### src/rtl/hazard_controller.sv
//------------------------------------------------------------------------------
// HazardController (module hazard_controller)
//
// Central pipeline sequencer for the five-stage core. It drives the stall of
// the fetch stage / PC and the bubble and flush controls of the IF/ID and
// ID/EX pipeline registers.
//
// Responsibilities:
//   - hold the pipeline for a boot window after reset so the synchronous
//     instruction memory can deliver its first word,
//   - detect load-use hazards and insert one bubble per hazard cycle,
//   - squash IF/ID and ID/EX on a taken branch resolved in EX,
//   - provide a debug halt / single-step / resume handshake,
//   - keep a saturating count of hazard stall cycles.
//
// Parameters:
//   BOOT_CYCLES : cycles the pipeline is held after reset release (1..255)
//   CNT_W       : width of the stall-cycle counter
//
// Ports:
//   clk_i                 : clock, all state updates on the rising edge
//   rst_i                 : synchronous active-high reset
//   id_rs1_i, id_rs2_i    : source register indices of the ID instruction
//   id_uses_rs1_i/rs2_i   : the ID instruction really reads rs1 / rs2
//   ex_rd_i               : destination register of the EX instruction
//   ex_mem_read_i         : the EX instruction is a load
//   ex_if_take_branch_i   : EX resolved a taken branch or jump this cycle
//   dbg_halt_req_i        : debug halt request (level)
//   dbg_step_req_i        : debug single-step request (level)
//   dbg_resume_req_i      : debug resume request (level)
//   stall_o               : freeze PC and IF/ID
//   id_ex_bubble_o        : load a NOP into ID/EX
//   flush_if_id_o         : squash IF/ID
//   flush_id_ex_o         : squash ID/EX
//   dbg_halted_o          : registered, high while the core is halted
//   dbg_step_done_o       : registered one-cycle pulse when a step completes
//   stall_cycles_o        : saturating count of hazard stall cycles
//------------------------------------------------------------------------------
module hazard_controller #(
    parameter int BOOT_CYCLES = 2,
    parameter int CNT_W       = 16
) (
    input  logic             clk_i,
    input  logic             rst_i,

    input  logic [4:0]       id_rs1_i,
    input  logic [4:0]       id_rs2_i,
    input  logic             id_uses_rs1_i,
    input  logic             id_uses_rs2_i,
    input  logic [4:0]       ex_rd_i,
    input  logic             ex_mem_read_i,
    input  logic             ex_if_take_branch_i,

    input  logic             dbg_halt_req_i,
    input  logic             dbg_step_req_i,
    input  logic             dbg_resume_req_i,

    output logic             stall_o,
    output logic             id_ex_bubble_o,
    output logic             flush_if_id_o,
    output logic             flush_id_ex_o,

    output logic             dbg_halted_o,
    output logic             dbg_step_done_o,
    output logic [CNT_W-1:0] stall_cycles_o
);

    //--------------------------------------------------------------------------
    // State encoding
    //--------------------------------------------------------------------------
    localparam logic [1:0] ST_BOOT   = 2'd0;
    localparam logic [1:0] ST_RUN    = 2'd1;
    localparam logic [1:0] ST_HALTED = 2'd2;
    localparam logic [1:0] ST_STEP   = 2'd3;

    // The boot counter runs from 0 up to BOOT_CYCLES-1; the last boot cycle
    // is the one in which the counter holds this value.
    localparam logic [7:0] BOOT_LAST = 8'(BOOT_CYCLES - 1);

    localparam logic [CNT_W-1:0] CNT_ONE = {{(CNT_W-1){1'b0}}, 1'b1};
    localparam logic [CNT_W-1:0] CNT_MAX = {CNT_W{1'b1}};

    //--------------------------------------------------------------------------
    // Registers and next-state values
    //--------------------------------------------------------------------------
    logic [1:0]       state_q,        state_d;
    logic [7:0]       boot_cnt_q,     boot_cnt_d;
    logic             halt_pending_q, halt_pending_d;
    logic [CNT_W-1:0] stall_cycles_q, stall_cycles_d;
    logic             dbg_halted_q,   dbg_halted_d;
    logic             step_done_q,    step_done_d;

    //--------------------------------------------------------------------------
    // Hazard detection
    //--------------------------------------------------------------------------
    logic rs1_hit;
    logic rs2_hit;
    logic load_use;
    logic branch;
    logic hold_hazard;

    // A load into x0 never produces a value, so it cannot create a hazard.
    // A taken branch squashes the ID instruction, which makes any load-use
    // dependency of that instruction irrelevant: the branch wins and no stall
    // is raised.
    always_comb begin
        rs1_hit     = id_uses_rs1_i && (id_rs1_i == ex_rd_i);
        rs2_hit     = id_uses_rs2_i && (id_rs2_i == ex_rd_i);
        load_use    = ex_mem_read_i && (ex_rd_i != 5'd0) && (rs1_hit || rs2_hit);
        branch      = ex_if_take_branch_i;
        hold_hazard = load_use && !branch;
    end

    //--------------------------------------------------------------------------
    // Pipeline control outputs
    //--------------------------------------------------------------------------
    // These are purely combinational so the pipeline reacts in the same cycle.
    // The safe default (frozen front end, NOP into ID/EX, no flush) covers
    // reset, BOOT and HALTED. Reset overrides the state because the state
    // register only reaches BOOT on the first reset edge.
    always_comb begin
        stall_o        = 1'b1;
        id_ex_bubble_o = 1'b1;
        flush_if_id_o  = 1'b0;
        flush_id_ex_o  = 1'b0;
        if (!rst_i) begin
            case (state_q)
                ST_RUN, ST_STEP: begin
                    stall_o        = hold_hazard;
                    id_ex_bubble_o = hold_hazard;
                    flush_if_id_o  = branch;
                    flush_id_ex_o  = branch;
                end
                default: begin
                    stall_o        = 1'b1;
                    id_ex_bubble_o = 1'b1;
                end
            endcase
        end
    end

    //--------------------------------------------------------------------------
    // Sequencer next-state logic
    //--------------------------------------------------------------------------
    // BOOT counts out the boot window and remembers any halt request seen on
    // the way so the core can come up directly halted. RUN only accepts a halt
    // in a hazard-free cycle, so a stalled or squashed instruction is never
    // left half-done when the debugger takes over. STEP lets exactly one
    // non-stalled advance through; it lingers while a load-use hazard holds
    // the pipeline and then returns to HALTED with a done pulse.
    always_comb begin
        state_d        = state_q;
        boot_cnt_d     = boot_cnt_q;
        halt_pending_d = halt_pending_q;
        step_done_d    = 1'b0;

        case (state_q)
            ST_BOOT: begin
                boot_cnt_d = boot_cnt_q + 8'd1;
                if (dbg_halt_req_i) begin
                    halt_pending_d = 1'b1;
                end
                if (boot_cnt_q == BOOT_LAST) begin
                    boot_cnt_d     = 8'd0;
                    halt_pending_d = 1'b0;
                    if (halt_pending_q || dbg_halt_req_i) begin
                        state_d = ST_HALTED;
                    end else begin
                        state_d = ST_RUN;
                    end
                end
            end

            ST_RUN: begin
                if (dbg_halt_req_i && !branch && !load_use) begin
                    state_d = ST_HALTED;
                end
            end

            ST_HALTED: begin
                if (dbg_resume_req_i) begin
                    state_d = ST_RUN;
                end else if (dbg_step_req_i) begin
                    state_d = ST_STEP;
                end
            end

            ST_STEP: begin
                if (!hold_hazard) begin
                    state_d     = ST_HALTED;
                    step_done_d = 1'b1;
                end
            end

            default: begin
                state_d = ST_BOOT;
            end
        endcase

        // Registered view of the halted state, aligned with the state register.
        dbg_halted_d = (state_d == ST_HALTED);
    end

    //--------------------------------------------------------------------------
    // Stall-cycle counter
    //--------------------------------------------------------------------------
    // Only hazard stalls in RUN or STEP are counted; the boot window and the
    // halted state hold the pipeline for other reasons. The counter sticks at
    // all-ones instead of wrapping.
    always_comb begin
        stall_cycles_d = stall_cycles_q;
        if (((state_q == ST_RUN) || (state_q == ST_STEP)) && hold_hazard &&
            (stall_cycles_q != CNT_MAX)) begin
            stall_cycles_d = stall_cycles_q + CNT_ONE;
        end
    end

    //--------------------------------------------------------------------------
    // State registers
    //--------------------------------------------------------------------------
    // Reset aborts whatever is in flight, including a step in progress, so the
    // done pulse is cleared rather than allowed to fire.
    always_ff @(posedge clk_i) begin
        if (rst_i) begin
            state_q        <= ST_BOOT;
            boot_cnt_q     <= 8'd0;
            halt_pending_q <= 1'b0;
            stall_cycles_q <= '0;
            dbg_halted_q   <= 1'b0;
            step_done_q    <= 1'b0;
        end else begin
            state_q        <= state_d;
            boot_cnt_q     <= boot_cnt_d;
            halt_pending_q <= halt_pending_d;
            stall_cycles_q <= stall_cycles_d;
            dbg_halted_q   <= dbg_halted_d;
            step_done_q    <= step_done_d;
        end
    end

    //--------------------------------------------------------------------------
    // Registered outputs
    //--------------------------------------------------------------------------
    assign dbg_halted_o    = dbg_halted_q;
    assign dbg_step_done_o = step_done_q;
    assign stall_cycles_o  = stall_cycles_q;

endmodule

### config.mk
export PLATFORM = sky130hd
export DESIGN_NAME = hazard_controller
export DESIGN_NICKNAME = d
export VERILOG_FILES = /design/src/rtl/hazard_controller.sv
export SDC_FILE = /design/constraint.sdc
export NUM_CORES = 1
export LEC_CHECK = 0
export CORE_ASPECT_RATIO = 0.8
export CORE_MARGIN = 4
export CORE_UTILIZATION = 35
export CTS_BUF_LIST = sky130_fd_sc_hd__clkbuf_16
export DETAILED_ROUTE_END_ITERATION = 8
export GPL_ROUTABILITY_DRIVEN = 0
export SYNTH_ARGS = -nofsm -noshare
export SYNTH_HDL_FRONTEND = slang
export SYNTH_SLANG_ARGS = --single-unit
### constraint.sdc
create_clock -name clk_i -period 5.4 [get_ports clk_i]
set_clock_uncertainty 0.15 [all_clocks]
set_input_delay 1.62 -clock clk_i [delete_from_list [all_inputs] [get_ports clk_i]]
set_output_delay 1.62 -clock clk_i [all_outputs]
set_load 0.03 [all_outputs]
* After elaboration in Yosys (flattened, before gate mapping)
Index checks and enable logic that the tools add are counted.
** Storage, ports and cells
- Memories :: 0
- Bits in latches :: 0
- Flip-flop bits (word level) :: 29
- Memory bits (read-only) :: 0
- Memory bits (writable) :: 0
** Cells by class
- Order comparisons :: 0
- Multipliers :: 0
- Equal/unequal tests :: 8
- Muxes and demuxes :: 15
- Div/mod/pow operators :: 0
- $add $sub $neg :: 2
- Reductions and logical operators :: 20
- Bitwise operators :: 1
- Shift operators :: 0
** Operators with widths (number)
- $add 16x1->16 const B :: 1
- $ne 16x16->1 const B :: 1
- $mux 2 :: 6
- $eq 5x5->1 :: 2
- $logic_and 1x1->1 :: 9
- $add 8x1->8 const B :: 1
- $eq 8x1->1 const B :: 1
- $mux 8 :: 1
- $pmux 2 s4 :: 1
- $mux 1 :: 7
- $eq 2x2->1 const B :: 3
- $reduce_bool 5->1 :: 1
- $reduce_or 2->1 :: 2
- $logic_or 1x1->1 :: 3
- $eq 2x1->1 const B :: 1
- $logic_not 1->1 :: 2
- $logic_not 2->1 :: 1
- $reduce_and 2->1 :: 1
- $reduce_bool 2->1 :: 1
- $not 1->1 :: 1

* Logic depth before layout (Yosys ltp)
Gate-level depths: netlist of run 1.
- Depth after elaboration :: 9
- Mapped depth :: 7

* Least setup slack after synthesis of run 1
No wires, ideal clock.
- Kind :: input port to output port
- Start :: input ex_rd_i[3]
- End :: output stall_o
- Data arrival time :: 3.231 ns
- Path slack :: 0.399 ns
- Stages on the path :: 7
- Data required time :: 3.630 ns
- Path through :: xor2_1 > nor4_1 > a32oi_1 > buf_2 > nand2b_1 > o21ai_1 > buf_4
** Between the ends
- Cells in the longest elaborated chain, start to end :: 7
- Elaborated cells on any way between the ends :: 11
- Those cells by class :: eq/ne: 2; mux: 2; reduce/logical: 7
** Ends and longest elaborated chain
- start, declared :: line 50 : input logic [4:0] ex_rd_i,
- $eq 5x5->1 (on tied branches) :: line 107, 108
- $logic_and 1x1->1 (on tied branches) :: line 107, 108
- $logic_or 1x1->1 :: line 109 : load_use = ex_mem_read_i && (ex_rd_i != 5'd0) && (rs1_hit || rs2_hit);
- $logic_and 1x1->1 * :: line 109
- $logic_and 1x1->1 * :: line 111 : hold_hazard = load_use && !branch;
- $mux 1 * (2 in a row)
- end, declared :: line 58 : output logic stall_o,
Mark *: on every way between the ends. The rest lies on a longest branch, timed or not.

* Worst setup path after layout of run 1
- Start :: input ex_rd_i[0]
- End :: output stall_o
** Between the ends
- Cells in the longest elaborated chain, start to end :: 7
- Elaborated cells on any way between the ends :: 11
- Those cells by class :: eq/ne: 2; mux: 2; reduce/logical: 7
** Ends and longest elaborated chain
- $eq 5x5->1 (on tied branches) :: line 107, 108
- $logic_and 1x1->1 (on tied branches) :: line 107, 108
- $logic_or 1x1->1 :: line 109
- $logic_and 1x1->1 * :: line 109
- $logic_and 1x1->1 * :: line 111
- $mux 1 * :: line 127 : case (state_q)
- $mux 1 * :: line 126 : if (!rst_i) begin
Marked as above.

==> results of run 1 <==
worst paths after layout:
path / from / to / slack, ns / cells after the start
min reg2reg: halt_pending_q / halt_pending_q / 0.34 / 2
min: halt_pending_q / halt_pending_q / 0.34 / 2
max reg2reg: boot_cnt_q[0] / dbg_halted_o / 3.13 / 6
max: ex_rd_i[0] / stall_o / 0.34 / 6
worst register-to-register path: cells and delay by family, from the launching register on:
kind / cells / cell delay [ns]
simple gates: 2 / 0.51
flops: 1 / 0.43
fa+ha+maj: 1 / 0.18
compound gates: 3 / 0.86
cells in the final DEF, fill, tap and decap left out, types with 6 or more instances in the layout:
cell,n
clkdlybuf4s50_1,41
nor2b_1,6
xor2_1,14
nand4_1,9
dfxtp_1,29
nand3_1,10
nor2_1,21
a21oi_1,12
buf_4,6
or4_1,8
mux2_1,6
o31ai_1,7
per-layer routing:
metal / wire length, µm / part of all wire, %
met1: 2220 / 54
met2: 1592 / 38
met3: 286 / 6.9
met4: 40 / 0.97
met5: 0 / 0
metrics by stage:
stage               setup WS, ns  instances
finish                    0.3415        301
global route              0.1755        301
CTS                       0.3245        301
detailed placement        0.3355        293
global placement          0.3688        293
floorplan                 0.3986        195
power breakdown:
group          switching [mW]  internal, mW  leakage [nW]
Clock                  0.0910         0.214        0.0826
Combinational          0.0822        0.0612         0.475
Sequential             0.0191         0.231         0.235
cells by family after synthesis:
logic type      after synthesis  synth area share [%]
compound gates               39                 15.42
xor+xnor                     17                 9.036
mux                           6                 4.100
flops                        29                 35.23
buf+inv                      13                 3.568
fa+ha+maj                     3                 2.278
simple gates                 88                 30.37
area by class of cell:
cell class                 instances  area (µm²)
fill                             468        2272
clock inverter                     3       37.54
multi-input combinational        153        1008
timing repair buffer              47       455.4
clock buffer                       5       125.1
tap                               60       75.07
sequential                        29       580.6
inverter                           4       15.01
state kept, by name, indices dropped and copies added (netlist names):
signal	flops
dbg_step_done_o	1
dbg_halted_o	1
stall_cycles_o	16
boot_cnt_q	8
state_q	2
halt_pending_q	1
==> out/results.txt, run 1 <==
Core ar. -> 4569 µm²
GRT overflow -> 0
Dominant cell type by area after synthesis -> dfxtp_1
Diode count -> 0
Count leader, synth -> dfxtp_1
Async S/R FF share, synth -> 0%
Fin crit share -> 93.68%
Die area -> 5877 µm²
Reg clk slew, reported paths -> 0.05 ns
Resized Gates After CTS -> 0
Setup Buffers After CTS -> 0
Met1 Use GR -> 22.39%
Status -> finished clean
Remaining DRCs -> 0
H-Tree Depth -> 2
Cells after synthesis -> 195
Number of distinct library cells after synthesis -> 46
Top delay family on crit path -> simple AND/OR/NAND/NOR gates
Lkg Pwr -> 0.7919 nW
Max Clock Freq -> 197.7 MHz
Maxcap violations -> 0
Max Slew Vio Count -> 0
Top_reg_cell synth -> dfxtp_1
CP Data Arrival Time -> 3.29 ns
Netlist Area Pre-Place -> 1648 µm²
Initial antenna violation count -> 0
Post-CTS Hold Fix Bufs -> 0
Die X -> 84.72 µm
Flop and latch count out of synthesis -> 29
GR Util met3 -> 4.988%
Worst-path cell chain -> clkdlybuf4s50_1 > or4_1 > o21a_1 > nand2b_1 > o21ai_1 > buf_4
Hold Path Class -> reg2reg
Cell Rows -> 22
Startpoint types -> input port
Final setup TNS -> 0 ns
Vias per inst -> 5.395
Max incr delay on CP -> 0.57 ns
Yosys Warn Count -> 0
Routed wire length per instance -> 13.75 µm
Top Usage Layer GRT -> met1
Vias in the first global route -> 1440
DRT iter0 DRCs -> 87
I/O pins -> 46
Synth top area share -> 35.23%
Nets -> 267
CTS buffer count -> 5
Vias after detailed routing -> 1624
Longest Clk Path Bufs -> 2
Critical setup path kind -> in2out
CTS sink cnt -> 29
Final core occ -> 50.27%
Power per cell area -> 303.8 nW/µm²
Pin count of the biggest net entering global routing -> 30
Mapped Nets -> 222
Port buffer count -> 45
# setup viols final -> 0
Minimum clock period -> 5.058 ns
Commonest cells in the netlist -> 29 x dfxtp_1, 21 x nor2_1, 14 x xor2_1, 12 x a21oi_1, 10 x nand3_1
CTS tree -> built
Die height -> 69.37 µm
Count of flip-flops with a built-in enable after synthesis -> 0
Clock Latency Late Sink -> 0.27 ns
ANT nets after route -> 0
Synth top area cells -> dfxtp_1 35%, xor2_1 7.4%, nor2_1 4.8%
Worst-Margin Slew -> 0.4425 ns
Post-DP HPWL -> 2.986 mm
Worst IR drop on VDD -> 0.1632 mV
Fraction of layout cells with a size suffix above 1 -> 7.054%
Crit end category -> output port
CP max stage cell -> or4_1
First-pass GRT wire length -> 7.107 mm
Total power -> 697.9 µW
Endpoints failing hold -> 0
Area grow syn2layout -> 39.41%
Placed cell areas -> 2135 µm²
Met2 Use GR -> 19.03%
CTS Root Cell -> clkbuf_16
Initial Util -> 36.06%
1st-pass router iterations -> 4
Worst-path fanout max -> 4
Sequential share of the synthesized area -> 35.23%
Post-route cell area -> 2297 µm²
Routed wire length -> 4.140 mm
RSZ-0062 raised after global routing -> no
CP required -> 3.63 ns
CP bufs+invs -> 2
Syn Area/Cell -> 8.450 µm²
Max-slew headroom -> 69.74%
Total GRT Usage -> 14.81%
Hold Worst Slack -> 0.3398 ns
Power figures use the tool's default switching activity.
==> run 2, diff against run 1 <==
--- a/config.mk
+++ b/config.mk
@@ -9,6 +9,7 @@
 export CORE_MARGIN = 4
 export CORE_UTILIZATION = 35
 export CTS_BUF_LIST = sky130_fd_sc_hd__clkbuf_16
+export CTS_CLUSTER_SIZE = 30
 export DETAILED_ROUTE_END_ITERATION = 8
 export GPL_ROUTABILITY_DRIVEN = 0
 export SYNTH_ARGS = -nofsm -noshare
==> results of run 2 <==
Final layout, timing and power as in run 1 (identical DEF).
==> run 3, diff against run 2 <==
--- a/config.mk
+++ b/config.mk
@@ -6,7 +6,6 @@
 export NUM_CORES = 1
 export LEC_CHECK = 0
 export CORE_ASPECT_RATIO = 0.8
-export CORE_MARGIN = 4
 export CORE_UTILIZATION = 35
 export CTS_BUF_LIST = sky130_fd_sc_hd__clkbuf_16
 export CTS_CLUSTER_SIZE = 30
==> out/results.txt, run 3 (same netlist as run 1, synthesis figures left out) <==
Status -> finished clean
Max Slew Vio Count -> 0 (unchanged)
CTS tree -> built
Clock Latency Late Sink -> 0.27 ns (about the same)
Remaining DRCs -> 0 (unchanged)
First-pass GRT wire length -> 6.762 mm (-4.9%)
Die X -> 78.72 µm (-7.1%)
# setup viols final -> 0 (unchanged)
Combinational cell fraction of total power -> 21.9% (+1.3 points)
Sw frac -> 29.35% (+1.8 points)
Post-DP HPWL -> 2.882 mm (-3.5%)
ANT nets after route -> 0 (unchanged)
CP max stage cell -> or4_1
Clock share of power -> 39.4% (-4.2 points)
Area grow syn2layout -> 37.21%
Metal3 WL -> 174 µm (-39%)
Diode count -> 0 (unchanged)
Worst-path fanout max -> 4 (unchanged)
Post-route cell area -> 2261 µm² (-1.6%)
Initial antenna violation count -> 0 (unchanged)
Hold Path Class -> reg2reg
Vias after detailed routing -> 1546 (-4.8%)
Nets -> 267 (unchanged)
Max Clock Freq -> 197.4 MHz (-0.16%)
Power per cell area -> 285.5 nW/µm² (-6.0%)
Commonest non-fill, non-tap cell in the layout -> clkdlybuf4s50_1
Top Metal Used -> met4
DP Worst Slack -> 0.3365 ns (+0.001009 ns)
I/O pins -> 46 (unchanged)
Placed cell areas -> 2131 µm² (-0.18%)
Sw power -> 189.5 µW (-1.4%)
Max FFs per register -> 16 (unchanged)
Max incr delay on CP -> 0.57 ns (about the same)
Lkg Pwr -> 0.7748 nW (-2.2%)
Wl on met1 -> 2.102 mm (-5.3%)
Flop pwr share -> 38.6% (+2.8 points)
Cell count along the critical path -> 6 (unchanged)
CTS sink cnt -> 29 (unchanged)
Longest Clk Path Bufs -> 2 (unchanged)
GRT overflow -> 0 (unchanged)
DRT iter0 DRCs -> 69 (-21%)
Max-slew headroom -> 67.80% (-1.9 points)
Vias per inst -> 5.223 (-3.2%)
Routed wire length -> 4.003 mm (-3.3%)
Die height -> 63.37 µm (-8.6%)
Total GRT Usage -> 17.41% (+2.6 points)
Non-Filler Instances -> 296 (-1.7%)
Filler cell count -> 439 (-6.2%)
Final core occ -> 52.15% (+1.9 points)
Crit end category -> output port
Minimum clock period -> 5.067 ns (+0.008215 ns)
CP bufs+invs -> 2 (unchanged)
R2R depth -> 5 (-1)
Core ar. -> 4335 µm² (-5.1%)
1st-pass router iterations -> 4 (unchanged)
CTS Root Cell -> clkbuf_16
Die area -> 4988 µm² (-15%)
Endpoints failing hold -> 0 (unchanged)
Final setup margin -> 0.3333 ns (-0.008215 ns)
Fraction of layout cells with a size suffix above 1 -> 7.113% (+0.059 points)
Worst IR drop on VDD -> 0.2041 mV (+25%)
H-Tree Depth -> 2 (unchanged)
Final setup TNS -> 0 ns (unchanged)
Startpoint types -> input port
Routed wire length per instance -> 13.52 µm (-1.7%)
Worst-Margin Slew -> 0.4812 ns (+0.03875 ns)
RSZ-0062 raised after global routing -> no
Critical setup path kind -> in2out
Port buffer count -> 45 (unchanged)
Top delay family on crit path -> simple AND/OR/NAND/NOR gates
Placed Cells -> 290 (-1.0%)
CTS buffer count -> 5 (unchanged)
Metal2 WL -> 1.672 mm (+5.0%)
Post-CTS Hold Fix Bufs -> 0 (unchanged)
Fin crit share -> 93.83% (+0.15 points)
WHS Path Cells -> 2 (unchanged)
Pin count of the biggest net entering global routing -> 30 (unchanged)
Commonest non-fill, non-tap cells in the layout -> 41 x clkdlybuf4s50_1, 29 x dfxtp_1, 21 x nor2_1, 14 x xor2_1, 12 x a21oi_1
Resized Gates After CTS -> 0 (unchanged)
Reg clk slew, reported paths -> 0.05 ns (about the same)
Maxcap violations -> 0 (unchanged)
Setup Buffers After CTS -> 0 (unchanged)
P_int -> 456.1 µW (-9.8%)
Vias in the first global route -> 1413 (-1.9%)
Initial Util -> 38.01% (+1.9 points)
Worst-path cell chain -> clkdlybuf4s50_1 > or4_1 > o21a_1 > nand2b_1 > o21ai_1 > buf_4
Cell Rows -> 21 (-4.5%)
CP Data Arrival Time -> 3.30 ns (about the same)
CP required -> 3.63 ns (about the same)
[run 3: path summary, 6_finish.rpt]
kind	start	endpoint	slack, ns
worst max-delay path	ex_rd_i[0]	stall_o	0.33
worst min-delay path	stall_cycles_o[14]	stall_cycles_o[14]	0.34
worst max register to register	state_q[0]	stall_cycles_o[10]	3.22
worst min register to register	stall_cycles_o[14]	stall_cycles_o[14]	0.34
[run 3: layer usage]
layer,vias to the layer above,GRT usage [%]
li1,814,-
met1,693,24.80
met4,0,6.944
met3,6,5.362
met2,33,23.91
met5,-,0
[run 3: layout make-up]
class	count	area (µm²)	area share (%)
Inverter	4	15.01	0.6641
Clock buffer	5	125.1	5.534
Tap cell	57	71.32	3.154
Timing Repair Buffer	47	455.4	20.14
Sequential cell	29	580.6	25.68
Clock inverter	1	5.005	0.2214
Multi-Input combinational cell	153	1008	44.60
[run 3: power by group through the flow]
stage	sequential [mW]	combinational, mW	clock [mW]
global placement	0.254	0.142	0
finish	0.249	0.142	0.255
detailed placement	0.254	0.141	0
global route	0.252	0.158	0.273
CTS	0.249	0.143	0.262
floorplan	0.254	0.0924	0
[run 3: worst register-to-register path: stages, from the launching register on]
cell and delay, ns:
dfxtp_1 0.40, inv_2 0.09, nor2_1 0.40, nand4_1 0.43, or4_1 0.51, a21oi_1 0.15
[run 3: through the flow]
step                      hold slack [ns]  power, mW
after floorplan                    0.3092     0.3466
after global placement             0.3358     0.3958
after detailed placement           0.3377     0.3954
after CTS                          0.3477     0.6540
after global routing               0.3721     0.6826
final                              0.3437     0.6456
